===== src/rtl/vdff_fifo_pkg.sv =====
// Shared constants and helpers for the vdff FIFO stage.
// The default data width matches the downstream vdff register stage.
package vdff_fifo_pkg;

  localparam int unsigned DefaultSize  = 5;
  localparam int unsigned DefaultDepth = 4;

  // Constant ceiling-log2, used to size pointers and the occupancy counter.
  function automatic int unsigned clog2(input int unsigned v);
    int unsigned r;
    int unsigned x;
    r = 0;
    x = v - 1;
    while (x > 0) begin
      r = r + 1;
      x = x >> 1;
    end
    return r;
  endfunction

endpackage


===== src/rtl/vdff_fifo_mem.sv =====
// depth x size register array: one synchronous write port, one asynchronous read port.
// Contents are deliberately not reset.
module vdff_fifo_mem
  import vdff_fifo_pkg::*;
#(
  parameter int unsigned size  = DefaultSize,
  parameter int unsigned depth = DefaultDepth
) (
  input  logic                      clk,
  input  logic                      we,
  input  logic [clog2(depth)-1:0]   waddr,
  input  logic [size-1:0]           wdata,
  input  logic [clog2(depth)-1:0]   raddr,
  output logic [size-1:0]           rdata
);

  logic [size-1:0] mem_q [depth];

  always_ff @(posedge clk) begin
    if (we) begin
      mem_q[waddr] <= wdata;
    end
  end

  assign rdata = mem_q[raddr];

endmodule


===== src/rtl/vdff_fifo.sv =====
// First-word-fall-through synchronous FIFO feeding a vdff stage, valid/ready on both sides.
// Flags are decoded from the registered occupancy only; no path from in to out.
module vdff_fifo
  import vdff_fifo_pkg::*;
#(
  parameter int unsigned size  = DefaultSize,
  parameter int unsigned depth = DefaultDepth
) (
  input  logic                    clk,
  input  logic                    rst,
  input  logic [size-1:0]         in,
  input  logic                    in_valid,
  output logic                    in_ready,
  output logic [size-1:0]         out,
  output logic                    out_valid,
  input  logic                    out_ready,
  output logic [clog2(depth):0]   level
);

  localparam int unsigned Aw = clog2(depth);
  localparam int unsigned Lw = Aw + 1;

  logic [Aw-1:0]   wp_q, rp_q;
  logic [Lw-1:0]   level_q;
  logic [size-1:0] rdata;
  logic            wr, rd;

  // Full FIFO refuses a write even when it is being read the same cycle.
  assign in_ready  = !rst && (level_q != Lw'(depth));
  assign out_valid = (level_q != '0);
  assign wr        = in_valid && in_ready;
  assign rd        = out_valid && out_ready;
  assign out       = out_valid ? rdata : '0;
  assign level     = level_q;

  always_ff @(posedge clk) begin
    if (rst) begin
      wp_q    <= '0;
      rp_q    <= '0;
      level_q <= '0;
    end else begin
      if (wr) wp_q <= wp_q + 1'b1;
      if (rd) rp_q <= rp_q + 1'b1;
      case ({wr, rd})
        2'b10:   level_q <= level_q + 1'b1;
        2'b01:   level_q <= level_q - 1'b1;
        default: level_q <= level_q;
      endcase
    end
  end

  vdff_fifo_mem #(
    .size  (size),
    .depth (depth)
  ) u_mem (
    .clk   (clk),
    .we    (wr),
    .waddr (wp_q),
    .wdata (in),
    .raddr (rp_q),
    .rdata (rdata)
  );

endmodule


===== config.mk =====
export PLATFORM = sky130hd
export DESIGN_NAME = vdff_fifo
export DESIGN_NICKNAME = d
export VERILOG_FILES = /design/src/rtl/vdff_fifo_pkg.sv /design/src/rtl/vdff_fifo_mem.sv /design/src/rtl/vdff_fifo.sv
export SDC_FILE = /design/constraint.sdc
export NUM_CORES = 1
export LEC_CHECK = 0
export CORE_MARGIN = 1.5
export CORE_UTILIZATION = 30
export CTS_CLUSTER_SIZE = 24
export DETAILED_ROUTE_END_ITERATION = 6
export GPL_ROUTABILITY_DRIVEN = 0
export PLACE_DENSITY_LB_ADDON = 0.25
export SLEW_MARGIN = 20
export SYNTH_ARGS = -nofsm -noshare
export SYNTH_HDL_FRONTEND = slang
export SYNTH_SLANG_ARGS = --single-unit

===== constraint.sdc =====
create_clock -name clk -period 2.8 [get_ports clk]
set_clock_uncertainty 0.1 [all_clocks]
set_input_delay 0.84 -clock clk [delete_from_list [all_inputs] [get_ports clk]]
set_output_delay 0.84 -clock clk [all_outputs]
set_load 0.03 [all_outputs]

==> impl_results.md <==
- H-tree levels: 2
- Largest net degree at the start of global routing: 10
- Net Sw Frac: 0.3383
- Worst R2R Start: level[2]
- First drt pass iteration count: 4
- Hold Crit Class: reg2reg
- Post-route ant nets: 0
- CP Launch Type: input port
- Yosys warns: 0
- First-pass GRT wire length: 3312 µm
- Clock power share: 0.227
- Chip height: ~67 µm
- Flop pwr share: 0.381
- Maximum clock insertion buffer count: 2
- Internal cell power: 978.4 µW
- Commonest non-fill, non-tap cells in the layout: 20 x edfxtp_1, 12 x clkdlybuf4s50_1, 9 x dfxtp_1, 9 x buf_4, 8 x inv_1
- Flop2flop setup slack: between 0.5 and 0.6 ns
- Sequential-to-total area share from yosys stat: 0.6271
- Worst EP required: between 1.5 and 2 ns
- MaxCap Viol Count: 0
- Core area: 0.004000 mm²
- Hold Vio Cnt, Final: 0
- Number of CTS-inserted buffers: 5
- Max Freq: 368.0 MHz
- Area growth from synthesis to layout: 30.25%
- Area fraction of the dominant cell type after synthesis: 0.4824
- VDD IR max: between 0.3 and 0.4 mV
- Least-Margin Pin Slew: about 0.31 ns
- DP Wirelength: 1450 µm
- Rows: 23
- Vias in the first global route: about 720
- Hold slack: 0.4090 ns
- Cts hold-fix bufs: 0
- Hold path startpoint: rp_q[1]
- Worst r2r dst: level[2]
- Worst Setup End Kind: primary output
- Cell Area, Synth: roughly 0.0012 mm²
- Synth cell types: 23
- WHS Path Cells: 2
- TritonCTS clock tree: built
- Power per cell area: 911.9 mW/mm²
- Fin. max-slew vios: 0
- Kind of critical path: in2out
- CP Max Fanout: 9
- Synth Register Bits: 29
- WP data arrival: 1.78 ns
- # diodes: 0
- Reg2reg path depth: 9
- Crit path time final: 2.717 ns
- Final worst slack: slightly above 0.08 ns
- Outcome: completed
- Die Width: between 60 and 70 µm
- Grt ovf: 0
- Die Area: 0.004545 mm²
- CTS root buffer: clkbuf_8
- Mapped Cells: between 80 and 90
- Most common cell after layout, fill and taps aside: edfxtp_1
- Port Buffers: 18
- Reg clk slew, reported paths: 0.06 ns
- Gr usage total: 0.1069
- Initial Util: 0.3112
- Initial drt markers: 12
- Slew headroom: 0.7942
- Via count: slightly above 700
- Top Ports: 19
- Drt total wl: 1985 µm
- Setup Viol. Count Final: 0
- CTS sink count: 29
- Final period utilization: 0.9704
- Worst Hold Endpoint: rp_q[1]
- Post CTS Setup Buffer Count: 0
- RSZ-0062 raised after global routing: no
- Synthesized Nets: 99
- Average via count per standard cell: roughly 4.2
- Net switching power: 500.3 µW
- WL per Instance: around 12 µm
- DRC Markers: 0
- Initial antenna violation count: 0
- Post_cts resized: 5
- Leakage: 0.0006090 µW
- Synth top area cells: edfxtp_1 48%, dfxtp_1 14%, mux4_2 9.0%, ha_1 5.0%, nor2b_1 2.5%
- Layout cell share with drive strength beyond 1: 0.2155
- Dominant cell type by area after synthesis: edfxtp_1
- Avg Synthesized Cell Area: around 15 µm²
- Final nets: 130
- Pre-CTS setup slack: -0.04492 ns
- Clock Latency Late Sink: 0.27 ns
- Combinational cell fraction of total power: 0.391
-- critical path: stages --
cell and delay (ns):
clkdlybuf4s50_1 0.52, buf_4 0.18, nor2_1 0.06, buf_4 0.17
-- metal layers --
layer / track usage / vias to the layer above / share of wire
met1: 0.1187 / 331 / 0.41
met4: 0.06888 / 0 / 0.012
met2: 0.1795 / 12 / 0.54
met3: 0.03000 / 2 / 0.036
met5: 0 / - / 0
li1: - / 360 / -
-- how the worst max path moves through the flow --
stage,cells past startpoint,from,end,slack (ns)
2_1_floorplan,9,rst,level[2],0.18
3_3_place_gp,9,rst,level[2],0.002
3_5_place_dp,9,rst,level[2],-0.04
4_1_cts,4,rst,in_ready,0.08
5_1_grt,4,rst,in_ready,0.01
6_report,4,rst,in_ready,0.08
-- synthesized netlist by cell type, drive strengths merged --
cell    count
nand2b      1
ha          5
or3         2
dfxtp       9
nand2       1
edfxtp     20
inv         8
clkbuf      1
mux2i       1
a21oi       3
and2        4
mux4        5
xor2        3
nor2b       5
buf         1
nor3b       2
o31ai       1
nor3        1
nor2        7
o21ai       2
mux2        1
fa          1
-- power groups by stage --
stage	combinational (µW)	clock (µW)	sequential (µW)
6_report	579	336	564
5_1_grt	637	365	572
4_1_cts	591	350	565
3_5_place_dp	615	0	574
3_3_place_gp	610	0	571
2_1_floorplan	353	0	588
-- cell families (layout without fill, tap and decap cells) --
family | after synthesis | count (layout) | synth area share
buf+inv | 10 | 42 | 0.03115
compound gates | 6 | 6 | 0.02613
fa+ha+maj | 6 | 6 | 0.06633
simple gates | 23 | 23 | 0.1176
flops | 29 | 29 | 0.6271
mux | 7 | 7 | 0.1106
xor+xnor | 3 | 3 | 0.02111
-- stage by stage --
stage               std cells  instance area (µm²)  utilization  total power (µW)  TNS [ns]
floorplan                  84                 1245            -             941.0         0
global placement          158                 1536       0.3841              1181         0
detailed placement        158                 1536       0.3841              1189  -0.04492
CTS                       166                 1622       0.4054              1506         0
global route              166                 1622       0.4054              1575         0
finish                    166                 1622       0.4054              1479         0
-- cell type report --
class,instances,area (µm²)
clock inverters,2,8.758
multi-input cells,45,425.4
fillers,383,2379
flip-flops and latches,29,780.7
clock buffers,6,82.58
inverters,8,30.03
repair buffers,26,231.5
well taps,50,62.56
-- registers in the layout (all words and copies together) (netlist names), named ones only --
signal,cells
u_mem.mem_q,20
rp_q,2
wp_q,2
level,3
Note: power is estimated with default switching activity, not from simulation.
